===== config.mk =====
export PLATFORM = sky130hd
export DESIGN_NAME = serial_tx_flat
export DESIGN_NICKNAME = d
export VERILOG_FILES = /design/src/rtl/serial_tx_if.sv /design/src/rtl/serial_tx.sv /design/src/flat_wrapper.sv
export SDC_FILE = /design/constraint.sdc
export NUM_CORES = 1
export LEC_CHECK = 0
export CORE_ASPECT_RATIO = 1.4
export CORE_MARGIN = 10
export CORE_UTILIZATION = 25
export CTS_CLUSTER_DIAMETER = 100
export DETAILED_ROUTE_END_ITERATION = 16
export DONT_BUFFER_PORTS = 1
export SLEW_MARGIN = 20
export SYNTH_ARGS = -nofsm -noshare
export SYNTH_HDL_FRONTEND = slang
export SYNTH_SLANG_ARGS = --single-unit

===== constraint.sdc =====
create_clock -name clk -period 2.4 [get_ports clk]
set_input_delay 0.6 -clock clk [delete_from_list [all_inputs] [get_ports clk]]
set_output_delay 0.6 -clock clk [all_outputs]
set_load 0.05 [all_outputs]

===== src/rtl/serial_tx_if.sv =====
// Handshake and line bundle between an upstream word source and serial_tx.
// The master side drives tick, start and data; the transmitter is the slave.
interface serial_tx_if #(
  parameter int DATA_BIT = 8
);
  logic                tick_i;
  logic                tx_start_i;
  logic [DATA_BIT-1:0] din_i;
  logic                tx_o;
  logic                busy_o;
  logic                tx_done_tick_o;

  modport master (
    output tick_i, tx_start_i, din_i,
    input  tx_o, busy_o, tx_done_tick_o
  );

  modport slave (
    input  tick_i, tx_start_i, din_i,
    output tx_o, busy_o, tx_done_tick_o
  );
endinterface


===== src/rtl/serial_tx.sv =====
// Tick-paced serial transmitter: start bit, DATA_BIT data bits LSB first,
// then an SB_TICK-long stop period. All outputs come straight from flops.
module serial_tx #(
  parameter int DATA_BIT   = 8,
  parameter int OVERSAMPLE = 16,
  parameter int SB_TICK    = 16
) (
  input  logic      clk,
  input  logic      rst_n,
  serial_tx_if.slave sif
);

  localparam int S_MAX = (OVERSAMPLE > SB_TICK) ? OVERSAMPLE : SB_TICK;
  localparam int S_W   = $clog2(S_MAX);
  localparam int N_W   = (DATA_BIT > 1) ? $clog2(DATA_BIT) : 1;

  localparam logic [S_W-1:0] S_ZERO    = S_W'(0);
  localparam logic [S_W-1:0] S_ONE     = S_W'(1);
  localparam logic [S_W-1:0] S_OS_LAST = S_W'(OVERSAMPLE - 1);
  localparam logic [S_W-1:0] S_SB_LAST = S_W'(SB_TICK - 1);
  localparam logic [N_W-1:0] N_ZERO    = N_W'(0);
  localparam logic [N_W-1:0] N_ONE     = N_W'(1);
  localparam logic [N_W-1:0] N_LAST    = N_W'(DATA_BIT - 1);

  typedef enum logic [1:0] {
    ST_IDLE  = 2'd0,
    ST_START = 2'd1,
    ST_DATA  = 2'd2,
    ST_STOP  = 2'd3
  } state_t;

  state_t              state_r;
  logic [S_W-1:0]      s_r;
  logic [N_W-1:0]      n_r;
  logic [DATA_BIT-1:0] b_r;
  logic [DATA_BIT-1:0] b_shift_s;
  logic                tx_r;
  logic                busy_r;
  logic                done_r;

  // Next data bit to present once the current one has been held long enough.
  assign b_shift_s = b_r >> 1'b1;

  // Frame sequencer; tx_r is loaded with the line value of the state being entered.
  always_ff @(posedge clk or negedge rst_n) begin
    if (!rst_n) begin
      state_r <= ST_IDLE;
      s_r     <= S_ZERO;
      n_r     <= N_ZERO;
      b_r     <= '0;
      tx_r    <= 1'b1;
      busy_r  <= 1'b0;
      done_r  <= 1'b0;
    end else begin
      done_r <= 1'b0;
      case (state_r)
        ST_IDLE: begin
          if (sif.tx_start_i) begin
            b_r     <= sif.din_i;
            s_r     <= S_ZERO;
            n_r     <= N_ZERO;
            tx_r    <= 1'b0;
            busy_r  <= 1'b1;
            state_r <= ST_START;
          end else begin
            tx_r   <= 1'b1;
            busy_r <= 1'b0;
          end
        end
        ST_START: begin
          if (sif.tick_i) begin
            if (s_r == S_OS_LAST) begin
              s_r     <= S_ZERO;
              n_r     <= N_ZERO;
              tx_r    <= b_r[0];
              state_r <= ST_DATA;
            end else begin
              s_r <= s_r + S_ONE;
            end
          end
        end
        ST_DATA: begin
          if (sif.tick_i) begin
            if (s_r == S_OS_LAST) begin
              b_r <= b_shift_s;
              s_r <= S_ZERO;
              if (n_r == N_LAST) begin
                n_r     <= N_ZERO;
                tx_r    <= 1'b1;
                state_r <= ST_STOP;
              end else begin
                n_r  <= n_r + N_ONE;
                tx_r <= b_shift_s[0];
              end
            end else begin
              s_r <= s_r + S_ONE;
            end
          end
        end
        ST_STOP: begin
          if (sif.tick_i) begin
            if (s_r == S_SB_LAST) begin
              s_r     <= S_ZERO;
              n_r     <= N_ZERO;
              tx_r    <= 1'b1;
              busy_r  <= 1'b0;
              done_r  <= 1'b1;
              state_r <= ST_IDLE;
            end else begin
              s_r <= s_r + S_ONE;
            end
          end
        end
        default: begin
          state_r <= ST_IDLE;
          s_r     <= S_ZERO;
          n_r     <= N_ZERO;
          tx_r    <= 1'b1;
          busy_r  <= 1'b0;
        end
      endcase
    end
  end

  assign sif.tx_o           = tx_r;
  assign sif.busy_o         = busy_r;
  assign sif.tx_done_tick_o = done_r;

endmodule


===== src/flat_wrapper.sv =====
// flat-port wrapper written by rule: the top's interface ports become plain ports
module serial_tx_flat 
#(
  parameter int DATA_BIT   = 8,
  parameter int OVERSAMPLE = 16,
  parameter int SB_TICK    = 16
)
  (clk, rst_n, sif_tick_i, sif_tx_start_i, sif_din_i, sif_tx_o, sif_busy_o, sif_tx_done_tick_o);
  serial_tx_if #(.DATA_BIT(DATA_BIT)) sif_i ();
  input  logic clk;
  input  logic rst_n;
  input wire logic [$bits(sif_i.tick_i)-1:0] sif_tick_i;
  input wire logic [$bits(sif_i.tx_start_i)-1:0] sif_tx_start_i;
  input wire logic [$bits(sif_i.din_i)-1:0] sif_din_i;
  output wire logic [$bits(sif_i.tx_o)-1:0] sif_tx_o;
  output wire logic [$bits(sif_i.busy_o)-1:0] sif_busy_o;
  output wire logic [$bits(sif_i.tx_done_tick_o)-1:0] sif_tx_done_tick_o;
  assign sif_i.tick_i = sif_tick_i;
  assign sif_i.tx_start_i = sif_tx_start_i;
  assign sif_i.din_i = sif_din_i;
  assign sif_tx_o = sif_i.tx_o;
  assign sif_busy_o = sif_i.busy_o;
  assign sif_tx_done_tick_o = sif_i.tx_done_tick_o;
  serial_tx #(.DATA_BIT(DATA_BIT), .OVERSAMPLE(OVERSAMPLE), .SB_TICK(SB_TICK)) u_core (.clk(clk), .rst_n(rst_n), .sif(sif_i));
endmodule

Word level (Yosys, flattened, before mapping). Cells that the tools add are included.

Register bits: 20. Logic and storage cells: 76.

Add/subtract/negate cells: 2. Eq/ne operators: 16. Mux-type cells: 40. Reduce and logical (&&, ||, !) cells: 11.

Operator list (count): $mux W8 (3); $mux W3 (6); $mux W2 (8); $pmux W8 S2 (1); $mux W1 (14); $ne A2 B1 Y1 const B (7); $mux W4 (3); $pmux W3 S3 (1); $ne A2 B2 Y1 const B (4); $pmux W2 S4 (1); $pmux W4 S2 (1); $reduce_and A8 Y1 (1); $reduce_and A6 Y1 (1); $reduce_and A5 Y1 (1); $add A4 B1 Y4 const B (1); $eq A2 B2 Y1 const B (2); $eq A4 B4 Y1 const B (1); $pmux W1 S4 (1); $reduce_and A4 Y1 (1); $reduce_bool A2 Y1 (2); $add A3 B1 Y3 const B (1); $eq A3 B3 Y1 const B (1); $reduce_and A3 Y1 (1); $reduce_or A3 Y1 (1); other kinds (5) (5).

Longest topological paths before layout. Gate-level depths: netlist of the first run.

Word-level depth: 5. Mapped depth: 7. Depth with buffers taken out: 6.

Worst setup path after synthesis of the first run. OpenSTA, ideal clock, no wires.

Kind: reg2reg. Start: register u_core.state_r[0]. End: register u_core.n_r[0]. Arrival: 1.662 ns. Data required time: 2.336 ns. Setup slack: 0.674 ns. Stages on the path, launching flop included: 7. Buffers on the path: 0. Cells stage by stage: dfrtp_1 -> inv_1 -> ha_1 -> or3_1 -> a21o_1 -> nor4b_1 -> a21o_1.

Word-level cells in the longest chain between the ends: 4. Elaborated cells between the ends (all ways): 12.

Ends and longest elaborated chain: from (decl) (RTL line serial_tx.sv:32) `state_t state_r;`; from (signal assigned) (RTL line serial_tx.sv:47) `state_r <= ST_IDLE;`; from (signal assigned) (RTL line serial_tx.sv:64) `state_r <= ST_START;`; from (signal assigned) (RTL line serial_tx.sv:76) `state_r <= ST_DATA;`; $eq A2 B1 Y1 or $eq A2 B2 Y1 (tied branches) (RTL line serial_tx.sv:56) `case (state_r)`; $reduce_or A2 Y1 (no line); $ne A2 B1 Y1 (no line); $reduce_and A5 Y1 (no line); to (signal assigned) (RTL line serial_tx.sv:92) `n_r <= n_r + N_ONE;`; to (decl) (RTL line serial_tx.sv:34) `logic [N_W-1:0] n_r;`.

Several ways; a longest one is shown, not always the timed one. A chain may end at the register's enable or synchronous reset.

Worst setup path in the final report of the first run.
Start: register u_core.state_r[0]. End: register u_core.state_r[1].

Word-level cells in the longest chain between the ends: 3. Elaborated cells between the ends (all ways): 14.

Ends and longest elaborated chain (RTL line): $eq A2 B2 Y1, or another cell as far along (serial_tx.sv:56); $ne A2 B1 Y1 (no line) or $ne A2 B2 Y1 (tied branches); $reduce_and A8 Y1 (no line).

Several ways; a longest one is shown, not always the timed one.

==> results.txt, run 1 <==
status = finished, final reports clean
Top-Level Pins = 15
vias in the first global route = 1011
static leakage = 0.546 nW
layout cell share with drive strength beyond 1 = 7.26%
crit path DAT = 2.14 ns
Post-route DRC = 0
gr ovfl total = 0
CP endpoint kind = flop
GP Congestion = 0.772
Period minus WS final = 2.00 ns
Final HPWL DP = 2080 µm
setup slack after layout = 0.395 ns
post-synth top area cell = dfrtp_1
CP Max Fanout = 12
wirelength, routed = 2730 µm
Antenna Diode Count = 0
synthesized area = 1160 µm²
Vias = 951
Mean Syn Cell Area = 9.51 µm²
register area share after synthesis = 43.3%
Achievable Freq = 499 MHz
Syn-to-layout area delta = 10.8%
top cells by area, synth = dfrtp_1, ha_1, o22ai_1
RSZ-0062 raised after global routing = no
area share of the largest cell type after synthesis = 41.0%
Critical Path Source Type = flop
post-route total power = 1.78 mW
cts-stage hold buffer count = 0
initial antenna violation count = 0
Placement Rows = 29
CP required = 2.54 ns
max-cap violations = 0
die area = 7800 µm²
Synth cell types = 29
Slew Limit Fails = 0
CTS Root Buffer Type = clkbuf_8
# setup viols final = 0
H-tree depth = 1
WL/cell = 14.7 µm
r2r worst-path depth = 6
number of port buffers = 0
FILL cells = 501
postcts setup bufs = 0
Critical R2R Launch = u_core.state_r[0]
GR Util All Layers = 7.46%
Net Count, Synth = 142
Initial Utilization = 25.8%
Core Region = 4500 µm²
Final Cycle Share = 83.5%
Post-Route Setup TNS = 0 ns
flop2flop setup slack = 0.40 ns
power density cells = 1380 nW/µm²
Post-synth ARST share = 100%
commonest non-fill, non-tap cell in the layout = dfrtp_1
Resized cells post-CTS = 0
Post-layout nets = 145
post-route ant nets = 0
Pre-Repair DR Iteration Count = 4
die width = 77.6 µm
hold crit path type = input port to asynchronous set/reset pin
warnings from Yosys = 0
critical path type = flop to flop
Reg clk slew, reported paths = 0.08 ns
Post-Syn Instances = 122
CTS tree = done
DIE HEIGHT = 101 µm
CTS Buffer Depth = 2
Max VDD drop = 307 µV
1st-iter DRT viols = 83
first-pass GRT wire length = 4730 µm
total CTS buffers = 3
final hold viol count = 0
Post-synth EDFFs = 0
Synth Flop Type = dfrtp_1
clk_skew = 0.0109 ns
clock sinks = 20
commonest cells after routing, fill and taps aside = dfrtp_1, o22ai_1, a21oi_1, o21ai_0, nand2_1
reg2reg end = u_core.state_r[1]
Seq cells post-synth = 20
slew margin rel. = 63.5%
worst-margin pin slew = 0.548 ns
largest net degree at the start of global routing = 23
Vias/cell = 5.11
latest clock arrival within the worst-skew pair = 0.26 ns
setup slack at placement = 0.443 ns
==> synth_stat cells (all sizes together) (2+ instances only) <==
master,count
nand2b,3
nand3,3
clkbuf,4
o22a,7
nand2,11
o21ai,12
a21oi,12
nor2,2
o22ai,14
mux2i,3
a21o,3
and3,3
dfrtp,19
ha,8
inv,3
nand4,2
==> critical path, cell delays in order (launching register included) <==
cell and delay, ns:
dfrtp_1 0.41, inv_1 0.14, ha_1 0.48, nand2b_1 0.22, o21ai_0 0.13, a221o_1 0.21, mux2_4 0.31
==> power by group <==
group	leakage, nW	internal (mW)	total (mW)	switching (mW)
clock network	0.0228	0.118	0.226	0.108
logic	0.278	0.415	0.858	0.443
registers	0.245	0.493	0.692	0.200
==> per-stage QoR <==
| step | hold slack, ns | cells | utilization [%] | instance area [µm²] |
|---|---|---|---|---|
| after floorplan | 0.304 | 122 | - | 1160 |
| after global placement | 0.305 | 182 | 27.6 | 1240 |
| after detailed placement | 0.305 | 182 | 27.6 | 1240 |
| after CTS | 0.0162 | 186 | 28.6 | 1280 |
| after global routing | 0.00181 | 186 | 28.6 | 1280 |
| final | 0.0247 | 186 | 28.6 | 1280 |
==> metal layers <==
layer / vias to the layer above / global-route usage, % / part of all wire [%]
met3: 2 / 1.52 / 4.9
met5: - / 0 / 0
met1: 449 / 7.21 / 38
met2: 30 / 14.3 / 56
li1: 470 / - / -
met4: 0 / 4.23 / 1.3
==> worst max path at each step <==
stage | start | end | depth (start not counted)
2_1_floorplan | u_core.state_r[0] | u_core.n_r[0] | 6
5_1_grt | u_core.state_r[0] | u_core.state_r[1] | 6
4_1_cts | u_core.state_r[0] | u_core.state_r[1] | 6
6_report | u_core.state_r[0] | u_core.state_r[1] | 6
3_5_place_dp | u_core.state_r[0] | u_core.state_r[1] | 6
3_3_place_gp | u_core.state_r[0] | u_core.state_r[1] | 6
==> cell type report <==
| type | count | area, µm² | share of cell area [%] |
|---|---|---|---|
| multi-input combinational | 94 | 627 | 48.8 |
| sequential | 20 | 502 | 39.0 |
| tap | 62 | 77.6 | 6.04 |
| clock buffer | 4 | 45.0 | 3.51 |
| timing repair buffer | 3 | 22.5 | 1.75 |
| inverter | 3 | 11.3 | 0.876 |
==> flip-flops by register name, summed over array words and instances, names as in the netlist <==
signal,cells
u_core.s_r,4
u_core.state_r,2
u_core.n_r,3
u_core.sif.busy_o,1
u_core.sif.tx_o,1
u_core.b_r,8
u_core.sif.tx_done_tick_o,1
==> cells by family after synthesis <==
logic type / share of synthesized area, %
AO/OA/AOI/OAI: 28.9
AND/OR/NAND/NOR: 12.6
flip-flops: 43.3
buffers and inverters: 2.70
adder cells (fa/ha/maj): 8.63
multiplexers: 3.88
No activity file was read; power rests on OpenSTA's default activity.
==> run 2: changes to the inputs <==
Clock period 2.4 ns to 1.9 ns, I/O delays scaled along.
==> run 2 against run 1 <==
Compared with the run above: non-clock buffer count increased by 6; clock power up 44%; combinational power rose by 40%; clock-buffer cell count stayed put; largest cell class unchanged.
==> results.txt, run 2 (synthesis gave the netlist of run 1 again) <==
critical path type = flop to flop
Final HPWL DP = 2160 µm
CTS tree = done
Post-layout nets = 151
max reg flops = 8
hold_ws = 0.0557 ns
cells along the critical path = inv_1, ha_1, or3_1, a21o_1, nor4b_2, a21o_1
die width = 77.6 µm
met2 WL = 1580 µm
final hold viol count = 0
Vias/cell = 5.38
Period minus WS final = 1.76 ns
commonest cells after routing, fill and taps aside = dfrtp_1, o22ai_1, a21oi_1, o21ai_0, nand2_1
power density cells = 1770 nW/µm²
Post-Route Setup TNS = 0 ns
GR Util All Layers = 7.79%
H-tree depth = 1
CP Max Fanout = 6
Post-route DRC = 0
top layer in use = met4
Layout Utilization = 30.2%
Slew Limit Fails = 0
initial antenna violation count = 0
postcts setup bufs = 0
RSZ-0062 raised after global routing = yes
Top delay family on crit path = simple AND/OR/NAND/NOR gates
Critical Path Source Type = flop
Achievable Freq = 567 MHz
largest net degree at the start of global routing = 20
Syn-to-layout area delta = 17.2%
flop2flop setup slack = 0.14 ns
clock sinks = 20
Metal-1 WL = 1220 µm
Antenna Diode Count = 0
DIE HEIGHT = 101 µm
1st-iter DRT viols = 80
crit path DAT = 1.96 ns
max incr delay on CP = 0.40 ns
post-route ant nets = 0
number of port buffers = 0
CTS Root Buffer Type = clkbuf_8
Placement Rows = 29
first-pass GRT wire length = 4940 µm
# setup viols final = 0
commonest non-fill, non-tap cell in the layout = dfrtp_1
vias in the first global route = 986
total CTS buffers = 3
Top reg by flops = u_core.b_r
GP Congestion = 0.850
static leakage = 0.578 nW
worst-margin pin slew = 0.919 ns
Pre-Repair DR Iteration Count = 5
die area = 7800 µm²
Top-Level Pins = 15
gr ovfl total = 0
slew margin rel. = 38.5%
Reg clk slew, reported paths = 0.07 ns
Core Region = 4500 µm²
hold crit path type = input port to asynchronous set/reset pin
Final Cycle Share = 92.8%
status = finished, final reports clean
Largest regs = u_core.b_r x8, u_core.s_r x4, u_core.n_r x3
CP required = 2.10 ns
met3 wire length = 136 µm
Most common cell on crit path = a21o_1
layout cell share with drive strength beyond 1 = 14.6%
CP endpoint kind = flop
WL/cell = 15.7 µm
crit path buf inv count = 1
Vias = 1032
Initial Utilization = 25.8%
CTS Buffer Depth = 2
Slowest-stage cell, CP = dfrtp_1
max-cap violations = 0
latest clock arrival within the worst-skew pair = 0.26 ns
Max VDD drop = 328 µV
clk_skew = 0.00509 ns
wirelength, routed = 3010 µm
run 2: cell types whose count changed in the layout (fill, tap and decap cells not counted):
cell | previous run | this run
buf_4 | 3 | 8
clkbuf_1 | 1 | 0
clkbuf_8 | 3 | 4
dlygate4sd3_1 | 0 | 1
ha_1 | 8 | 6
ha_2 | 0 | 2
nand3_1 | 3 | 2
nand3_2 | 0 | 1
nor4b_1 | 1 | 0
nor4b_2 | 0 | 1
run 2: where the power goes:
group / switching (mW) / total, mW / internal, mW / leakage [nW]
sequential: 0.256 / 0.878 / 0.622 / 0.245
clock: 0.141 / 0.325 / 0.184 / 0.0288
combinational: 0.617 / 1.20 / 0.581 / 0.304
total: 1.01 / 2.40 / 1.39 / 0.578
run 2: per-layer routing:
layer	vias to the layer above	GRT usage [%]
li1	485	-
met3	8	1.34
met4	0	4.23
met5	-	0
met1	506	8.43
met2	33	14.1
run 2: worst paths after layout:
kind,start,to,cells after the start
max,u_core.state_r[1],u_core.n_r[0],6
min,rst_n,u_core.sif.tx_o,0
max reg2reg,u_core.state_r[1],u_core.n_r[0],6
min reg2reg,u_core.s_r[3],u_core.s_r[3],1
max in group asynchronous,rst_n,u_core.state_r[1],1
min in group clk,sif_din_i[7],u_core.b_r[7],2
run 2: metrics by stage:
step           cells  setup WS [ns]  power [mW]  area, µm²
2_1_floorplan    122          0.174        1.73       1160
3_3_place_gp     187          0.132        1.94       1280
3_5_place_dp     187         0.0620        2.04       1280
4_1_cts          192         0.0379        2.38       1340
5_1_grt          192        -0.0165        2.60       1360
6_report         192          0.137        2.40       1360
run 2: timing repair:
action,CTS,global route
hold endpoints to repair,19,0
gates resized for setup,0,4
hold buffers,1,0
endpoints found under the setup margin,0,8
run 2: final cells by class:
class                   instances  area (µm²)
clock buffers                   4        55.1
flip-flops and latches         20         502
multi-input cells              94         643
well taps                      62        77.6
inverters                       3        11.3
repair buffers                  9        70.1
fillers                       472        3140
run 2: worst reg2reg max path, stage by stage (launching register included):
cell     delay [ns]
dfrtp_1        0.40
inv_1          0.10
ha_1           0.23
or3_1          0.40
a21o_1         0.24
nor4b_2        0.23
a21o_1         0.11
